===== src/rtl/regfile_sequencer.sv =====
// regfile_sequencer: multi-cycle controller that runs one register-level
// command at a time (LOAD / MOV / ALU / NOP) against an external 4-entry
// register file and an external ALU.
//
// Handshakes (valid/ready):
//   Command side: a command transfers on a rising edge where Cmd_valid and
//   Cmd_ready are both 1. Cmd_ready is high only while IDLE. All command
//   fields are latched on that edge. Inputs seen while Cmd_ready is 0 are
//   ignored. The ALU side follows the same rule: operands transfer on an edge
//   where Alu_valid and Alu_ready are both 1. Alu_a, Alu_b and Alu_fn stay
//   stable while Alu_valid waits for Alu_ready. The result comes back later as
//   a one-cycle Alu_done strobe, which is only listened to in WAIT.
//
// Every output comes straight from a flop, so an asynchronous reset drops
// them immediately. A write that is pending when reset hits never happens.

module regfile_sequencer #(
   parameter int DW      = 10,
   parameter int TIMEOUT = 15,
   parameter int TW      = 4
) (
   input  logic          Clkb,
   input  logic          Resetn,
   // command interface from the decoder
   input  logic          Cmd_valid,
   output logic          Cmd_ready,
   input  logic [1:0]    Cmd_op,
   input  logic [1:0]    Cmd_rx,
   input  logic [1:0]    Cmd_ry,
   input  logic [2:0]    Cmd_fn,
   input  logic [DW-1:0] Cmd_imm,
   // register file write port
   output logic [1:0]    WRA,
   output logic          ENW,
   output logic [DW-1:0] D,
   // register file read ports
   output logic [1:0]    RDA0,
   output logic          ENR0,
   output logic [1:0]    RDA1,
   output logic          ENR1,
   input  logic [DW-1:0] Q0,
   input  logic [DW-1:0] Q1,
   // ALU interface
   output logic          Alu_valid,
   input  logic          Alu_ready,
   output logic [2:0]    Alu_fn,
   output logic [DW-1:0] Alu_a,
   output logic [DW-1:0] Alu_b,
   input  logic          Alu_done,
   input  logic [DW-1:0] Alu_result,
   // status
   output logic          Done,
   output logic          Err,
   output logic          Busy,
   // current FSM state, for observation only
   output logic [2:0]    o_dbg_state
);

   typedef enum logic [2:0] {
      ST_IDLE  = 3'd0,
      ST_READ  = 3'd1,
      ST_EXEC  = 3'd2,
      ST_WAIT  = 3'd3,
      ST_WRITE = 3'd4
   } state_e;

   typedef enum logic [1:0] {
      OP_LOAD = 2'b00,
      OP_MOV  = 2'b01,
      OP_ALU  = 2'b10,
      OP_NOP  = 2'b11
   } op_e;

   // Last WAIT count value: reaching it without Alu_done means TIMEOUT
   // WAIT cycles have elapsed.
   localparam logic [TW-1:0] CNT_LAST = TW'(TIMEOUT - 1);

   state_e        r_state;
   op_e           r_op;
   logic [1:0]    r_rx;
   logic [TW-1:0] r_cnt;

   logic          r_cmd_ready;
   logic          r_busy;
   logic          r_done;
   logic          r_err;

   logic [1:0]    r_wra;
   logic          r_enw;
   logic [DW-1:0] r_d;

   logic [1:0]    r_rda0;
   logic          r_enr0;
   logic [1:0]    r_rda1;
   logic          r_enr1;

   logic          r_alu_valid;
   logic [2:0]    r_alu_fn;
   logic [DW-1:0] r_alu_a;
   logic [DW-1:0] r_alu_b;

   logic          w_accept;
   logic          w_alu_xfer;
   logic          w_timeout;

   assign w_accept   = Cmd_valid & r_cmd_ready;
   assign w_alu_xfer = r_alu_valid & Alu_ready;
   assign w_timeout  = (r_cnt == CNT_LAST);

   // Sequencer FSM with all outputs registered alongside the state.
   always_ff @(posedge Clkb or negedge Resetn) begin
      if (!Resetn) begin
         r_state     <= ST_IDLE;
         r_op        <= OP_LOAD;
         r_rx        <= '0;
         r_cnt       <= '0;
         r_cmd_ready <= 1'b0;
         r_busy      <= 1'b0;
         r_done      <= 1'b0;
         r_err       <= 1'b0;
         r_wra       <= '0;
         r_enw       <= 1'b0;
         r_d         <= '0;
         r_rda0      <= '0;
         r_enr0      <= 1'b0;
         r_rda1      <= '0;
         r_enr1      <= 1'b0;
         r_alu_valid <= 1'b0;
         r_alu_fn    <= '0;
         r_alu_a     <= '0;
         r_alu_b     <= '0;
      end else begin
         // status strobes are single-cycle unless re-armed below
         r_done <= 1'b0;
         r_err  <= 1'b0;

         case (r_state)
            ST_IDLE: begin
               // Ready rises on the first edge after reset release and stays
               // up for as long as the sequencer idles.
               r_cmd_ready <= 1'b1;
               if (w_accept) begin
                  r_op     <= op_e'(Cmd_op);
                  r_rx     <= Cmd_rx;
                  r_alu_fn <= Cmd_fn;
                  case (op_e'(Cmd_op))
                     OP_LOAD: begin
                        // immediate goes straight to the write port
                        r_state     <= ST_WRITE;
                        r_cmd_ready <= 1'b0;
                        r_busy      <= 1'b1;
                        r_enw       <= 1'b1;
                        r_wra       <= Cmd_rx;
                        r_d         <= Cmd_imm;
                     end
                     OP_MOV, OP_ALU: begin
                        r_state     <= ST_READ;
                        r_cmd_ready <= 1'b0;
                        r_busy      <= 1'b1;
                        r_rda0      <= Cmd_rx;
                        r_rda1      <= Cmd_ry;
                        r_enr0      <= 1'b1;
                        r_enr1      <= 1'b1;
                     end
                     default: begin
                        // NOP retires on the spot
                        r_done <= 1'b1;
                     end
                  endcase
               end
            end

            ST_READ: begin
               // Both operands are captured; the read ports close again.
               r_enr0  <= 1'b0;
               r_enr1  <= 1'b0;
               r_alu_a <= Q0;
               r_alu_b <= Q1;
               if (r_op == OP_MOV) begin
                  r_state <= ST_WRITE;
                  r_enw   <= 1'b1;
                  r_wra   <= r_rx;
                  r_d     <= Q1;
               end else begin
                  r_state     <= ST_EXEC;
                  r_alu_valid <= 1'b1;
               end
            end

            ST_EXEC: begin
               // No timeout here: the ALU may hold off ready as long as it likes.
               if (w_alu_xfer) begin
                  r_state     <= ST_WAIT;
                  r_alu_valid <= 1'b0;
                  r_cnt       <= '0;
               end
            end

            ST_WAIT: begin
               // Alu_done is checked before the timeout, so a result on the
               // last allowed cycle still counts as success.
               if (Alu_done) begin
                  r_state <= ST_WRITE;
                  r_enw   <= 1'b1;
                  r_wra   <= r_rx;
                  r_d     <= Alu_result;
               end else if (w_timeout) begin
                  r_state     <= ST_IDLE;
                  r_err       <= 1'b1;
                  r_cmd_ready <= 1'b1;
                  r_busy      <= 1'b0;
               end else begin
                  r_cnt <= r_cnt + TW'(1);
               end
            end

            ST_WRITE: begin
               // The register file takes D on this closing edge.
               r_state     <= ST_IDLE;
               r_enw       <= 1'b0;
               r_done      <= 1'b1;
               r_cmd_ready <= 1'b1;
               r_busy      <= 1'b0;
            end

            default: begin
               r_state     <= ST_IDLE;
               r_enw       <= 1'b0;
               r_enr0      <= 1'b0;
               r_enr1      <= 1'b0;
               r_alu_valid <= 1'b0;
               r_cmd_ready <= 1'b1;
               r_busy      <= 1'b0;
            end
         endcase
      end
   end

   assign Cmd_ready   = r_cmd_ready;
   assign WRA         = r_wra;
   assign ENW         = r_enw;
   assign D           = r_d;
   assign RDA0        = r_rda0;
   assign ENR0        = r_enr0;
   assign RDA1        = r_rda1;
   assign ENR1        = r_enr1;
   assign Alu_valid   = r_alu_valid;
   assign Alu_fn      = r_alu_fn;
   assign Alu_a       = r_alu_a;
   assign Alu_b       = r_alu_b;
   assign Done        = r_done;
   assign Err         = r_err;
   assign Busy        = r_busy;
   assign o_dbg_state = r_state;

endmodule


===== config.mk =====
export PLATFORM = sky130hd
export DESIGN_NAME = regfile_sequencer
export DESIGN_NICKNAME = d
export VERILOG_FILES = /design/src/rtl/regfile_sequencer.sv
export SDC_FILE = /design/constraint.sdc
export NUM_CORES = 1
export LEC_CHECK = 0
export BUFFER_PORTS_ARGS = -buffer_cell sky130_fd_sc_hd__buf_4
export CAP_MARGIN = 30
export CORE_MARGIN = 4
export CORE_UTILIZATION = 40
export CTS_CLUSTER_SIZE = 12
export DETAILED_ROUTE_END_ITERATION = 8
export HOLD_SLACK_MARGIN = 0.03
export PLACE_DENSITY = 0.67
export SYNTH_ARGS = -nofsm -noshare
export SYNTH_HDL_FRONTEND = slang
export SYNTH_SLANG_ARGS = --single-unit

===== constraint.sdc =====
create_clock -name Clkb -period 1.8 [get_ports Clkb]
set_input_delay 0.09 -clock Clkb [delete_from_list [all_inputs] [get_ports Clkb]]
set_output_delay 0.09 -clock Clkb [all_outputs]
set_load 0.02 [all_outputs]

* Word level (Yosys, flattened, before mapping)
Cells that the tools add are included.
Cells by class: equal/unequal tests 21, bitwise operators 6, muxes and demuxes 47, add/subtract/negate cells 1, reduce and logical (&&, ||, !) cells 19
Operators with widths (number):
- 10-bit 2-to-1 mux | 4
- 10-bit one-hot mux with 3 select lines | 1
- 1-bit 2-to-1 mux | 20
- 2-bit != test, second input constant | 9
- 3-bit 2-to-1 mux | 5
- 5-bit AND reduction | 3
- 4-bit 2-to-1 mux | 3
- 3-bit one-hot mux with 4 select lines | 1
- 3-bit AND reduction | 4
- 1-bit one-hot mux with 3 select lines | 3
- 3-bit OR reduction | 3
- 2-bit 2-to-1 mux | 4
- 4-bit one-hot mux with 2 select lines | 1
- 4-bit AND reduction | 2
- 3-bit by 2-bit equality test with 1-bit output, second input constant | 2
- 2-bit one-hot mux with 3 select lines | 1
- 3-bit one-hot mux with 2 select lines | 1
- 4-bit by 1-bit adder with 4-bit output, second input constant | 1
- 2-bit by 1-bit equality test with 1-bit output, second input constant | 2
- 4-bit equality test, second input constant | 1
- 2-bit by 1-bit != test with 1-bit output, second input constant | 2
- 1-bit NOT | 4
- 1-bit one-hot mux with 2 select lines | 2
- 1-bit one-hot mux with 4 select lines | 1
- 12 further kinds | 14
Word-level totals: register bits after elaboration 57, output and inout port bits 50, bits of input ports 54, word-level logic and storage cells 112

* Logic depth before layout (Yosys ltp)
depth in word-level cells 5, depth in mapped cells 6, mapped depth without buffers 6

* Worst setup path after synthesis
Ideal clock, no wire load.
path type register -> register, start point reg r_state[0], in the netlist o_dbg_state[0], end point reg r_d[2], in the netlist D[2], arrival 1.625 ns, slack 0.050 ns, library setup time 0.125 ns, cell stages (with the launch flop) 7, cells stage by stage dfrtp_1 > buf_6 > nor4bb_1 > a31o_2 > o21ai_2 > buf_6 > mux2_4
Between the ends: longest elaborated chain between the ends 3, elaborated cells between the ends (all ways) 10
RTL lines:
- start, declared | line 78 | state_e r_state;
- start signal, assigned | line 113 | r_state <= ST_IDLE;
- start signal, assigned | line 149 | r_state <= ST_WRITE;
- start signal, assigned | line 157 | r_state <= ST_READ;
- 3-bit by 1-bit equality test with 1-bit output, or another cell as far along | line 137 | case (r_state)
- 2-bit != test (no source line), or another cell as far along
- 5-bit AND reduction (no source line)
- end signal, assigned | line 154 | r_d <= Cmd_imm;
- end signal, assigned | line 206 | r_d <= Alu_result;
- end, declared | line 90 | logic [DW-1:0] r_d;
Several ways; a longest one is shown, not always the timed one. A chain may end at the register's enable or synchronous reset.

* Final worst setup path
start point in Cmd_op[0], end point reg r_d[4], in the netlist D[4]
Between the ends: longest elaborated chain between the ends 3
RTL lines:
- start, declared | line 27 | input logic [1:0] Cmd_op,
- 2-bit zero test | line 146 | case (op_e'(Cmd_op))
- 2-bit by 1-bit != test with 1-bit output (no source line)
- 5-bit AND reduction (no source line)
No other way between the ends.

==> impl_metrics.py <==
metrics = {
    "global_route": {
        "grt.total_usage_pct": 17.0,
        "grt_pass1_vias": 2241,
        "grt_max_degree": 58,
        "globalRouteOverflowTotal": 0,
        "grt_pass1_wl_mm": 11.3,
        "antenna_found_initial": 0,
    },
    "placement": {
        "port_buffers": 103,
        "gp_congestion": 0.781,
        "place_ws_ns": 0.127,
        "hpwl_mm": 4.68,
    },
    "synth": {
        "synth_cells": 211,
        "ys_seq_elements": 57,
        "synth.distinct_cells": 37,
        "syn_area_mm2": 0.00269,
        "synth-seq-area-share_pct": 53.0,
        "avgSynthCellArea_um2": 12.8,
        "syn-num-nets": 269,
        "yosysWarnings": 0,
        "synth_top_area_share_pct": 53.0,
        "synth_area_leaders": "dfrtp_1 (53%), mux2_2 (13%), mux2_4 (7.8%)",
        "yosysTopAreaCell": "dfrtp_1",
    },
    "power_and_ir_drop": {
        "p_leak_nw": 1.97,
        "ir_worst_vdd_uv": 960,
        "power_density_mw_per_mm2": 1760,
    },
    "clock_network": {
        "cts_inserted_buffers": 9,
        "clockBufferDepth": 2,
        "cts_sinks": 57,
        "worstSkewPairLatency_ns": 0.33,
        "postCtsResizedCells": 0,
        "clkSlewWorstSetupHoldPaths_ns": 0.07,
        "cts_tree": "built",
        "clock_tree.root_cell": "clkbuf_8",
        "htreeDepth": 3,
    },
    "layout": {
        "syn2layout_area_growth_pct": 51.9,
        "drive_gt1_share_pct": 50.4,
        "fillers": 501,
        "antennaDiodeCount": 0,
        "nets": 413,
    },
    "timing": {
        "fmaxAchievable_mhz": 596,
        "rsz0062_at_grt": "false",
        "tightest_slew_ns": 0.718,
        "slew_violations": 0,
        "finalCritPeriodShare_pct": 93.2,
        "max_slew_margin_pct": 52.2,
        "setup-violations-final": 0,
        "clock_skew_ns": 0.00911,
        "setup_ws_ns": 0.122,
        "finalHoldViolations": 0,
        "fin_tns_setup_ns": 0,
        "period_minus_slack_ns": 1.68,
    },
    "die": {
        "num_rows": 29,
        "start_util_pct": 41.7,
        "coreArea_mm2": 0.00646,
        "die_y_um": 90.0,
        "die_area_mm2": 0.00811,
        "die_width_um": 90.0,
        "io_pins": 104,
    },
    "setup_path": {
        "cp-end-kind": "flop",
        "start_kind": "primary input",
        "crit_path_max_fanout": 12,
        "cp_data_arrival_time_ns": 1.88,
        "max_stage_delay_ns": 0.54,
        "path_cells": "dlygate4sd3_1, buf_4, inv_1, ha_1, nor4b_2, o21ai_2, buf_12, mux2_4",
        "critPathKind": "primary input to flop",
        "crit_family": "buffers and inverters",
        "slowest_stage": "dlygate4sd3_1",
        "critical_path_required_ns": 2.01,
        "path_buf_inv": 4,
    },
    "drt": {
        "vias": 2132,
        "drc_errors": 0,
        "finalWirelength_mm": 6.59,
        "wl_per_cell_um": 15.1,
        "drtAntennaViolNets": 0,
        "routed_via_density": 4.89,
        "drt-initial-drc-count": 42,
        "drt_pre_antenna_iters": 4,
    },
    "worst_hold_path": {
        "hold_path.class": "primary input to flop",
    },
    "status": {
        "status": "complete, no violations",
    },
    "flow_run": {
        "max-cap-violations": 0,
    },
}
registers in the layout (all words and copies together), names as in the netlist, 2 cells and up:
name	count
Alu_a	10
Alu_b	10
D	10
r_cnt	4
Alu_fn	3
o_dbg_state	3
RDA0	2
RDA1	2
WRA	2
r_op	2
r_rx	2
cell type report:
type	count	area, µm²	area share (%)
flip-flops and latches	57	1430	34.9
repair buffers	145	1190	29.1
multi-input cells	137	1170	28.7
clock buffers	9	124	3.03
well taps	77	96.3	2.36
clock inverters	6	60.1	1.47
inverters	5	18.8	0.459
synth_stat cells:
library cell / count
nor4b_2: 1
inv_1: 5
o21ai_2: 1
a21oi_1: 13
o21a_1: 1
nor3_1: 5
and4bb_2: 1
mux2i_1: 11
dfrtp_1: 57
a31o_2: 1
mux2_4: 14
buf_2: 4
buf_6: 3
o21bai_1: 1
a22oi_1: 1
nand2_4: 1
mux2_2: 31
o41ai_1: 1
nor4bb_1: 1
nor2_1: 18
nor4_4: 1
a41o_1: 1
nand4_1: 1
nor4_1: 1
and3_1: 1
nor2b_1: 5
nand3_1: 1
o31a_1: 1
ha_1: 4
buf_4: 1
a31oi_1: 2
a32o_1: 1
clkbuf_1: 4
nand2_1: 6
nor4b_1: 1
o21ai_0: 8
nand3b_1: 1
power breakdown:
| part | leakage, nW | total [mW] | internal (mW) | switching [mW] |
|---|---|---|---|---|
| combinational | 1.19 | 3.80 | 1.95 | 1.84 |
| clock | 0.0909 | 1.13 | 0.623 | 0.504 |
| sequential | 0.686 | 2.27 | 1.90 | 0.372 |
| total | 1.97 | 7.20 | 4.48 | 2.72 |
placed cells by master, fill, tap and decap left out, types with 4 or more instances in the layout:
| cell type | n |
|---|---|
| buf_4 | 112 |
| dfrtp_1 | 57 |
| mux2_2 | 31 |
| dlygate4sd3_1 | 31 |
| nor2_1 | 18 |
| mux2_4 | 14 |
| a21oi_1 | 13 |
| mux2i_1 | 11 |
| clkbuf_8 | 9 |
| o21ai_0 | 8 |
| nand2_1 | 6 |
| inv_1 | 5 |
| nor3_1 | 5 |
| nor2b_1 | 4 |
| ha_1 | 4 |
path summary, 6_finish.rpt:
kind	start	end	slack, ns	cells after the start
worst min-delay path	Alu_ready	Alu_valid	0.1	4
worst min register to register	Busy	Busy	0.49	1
worst max register to register	o_dbg_state[0]	D[4]	0.14	5
max in group asynchronous	Resetn	Alu_fn[1]	0.96	2
worst max-delay path	Cmd_op[0]	D[4]	0.12	8
min in group asynchronous	Resetn	Alu_a[2]	0.36	2
timing repair:
| action | CTS | global route |
|---|---|---|
| setup buffers | 0 | 0 |
| hold endpoints to repair | 89 | 0 |
| hold buffers | 31 | 0 |
tightest hold or removal path: cells and delay by family:
family | cells | cell delay (ns)
AND/OR/NAND/NOR | 1 | 0.03
AO/OA/AOI/OAI | 2 | 0.17
buffers and inverters | 1 | 0.08
through the flow:
stage	total power, mW	std cells	instance area [µm²]	hold WS (ns)	util, %
after global routing	7.68	436	4090	0.106	63.3
final	7.20	436	4090	0.0959	63.3
after floorplan	4.60	211	2690	-0.206	-
after CTS	7.28	436	4090	0.0840	63.3
after detailed placement	6.07	390	3600	0.200	55.7
after global placement	6.00	390	3600	0.197	55.7
cells by family (layout without fill, tap and decap cells):
kind of cell	Yosys count	after routing	synth area share, %
flip-flops	57	57	53.0
multiplexers	56	56	24.9
AND/OR/NAND/NOR	45	45	9.53
AO/OA/AOI/OAI	32	32	7.25
buffers and inverters	17	165	3.53
adder cells (fa/ha/maj)	4	4	1.86
per-layer routing:
layer / track usage, % / vias to the layer above / part of all wire (%)
met5: 0 / - / 0
met4: 6.51 / 0 / 1.1
met3: 4.84 / 7 / 6.6
met2: 26.3 / 65 / 48
met1: 22.5 / 1013 / 44
li1: - / 1047 / -
Power figures use the tool's default switching activity.
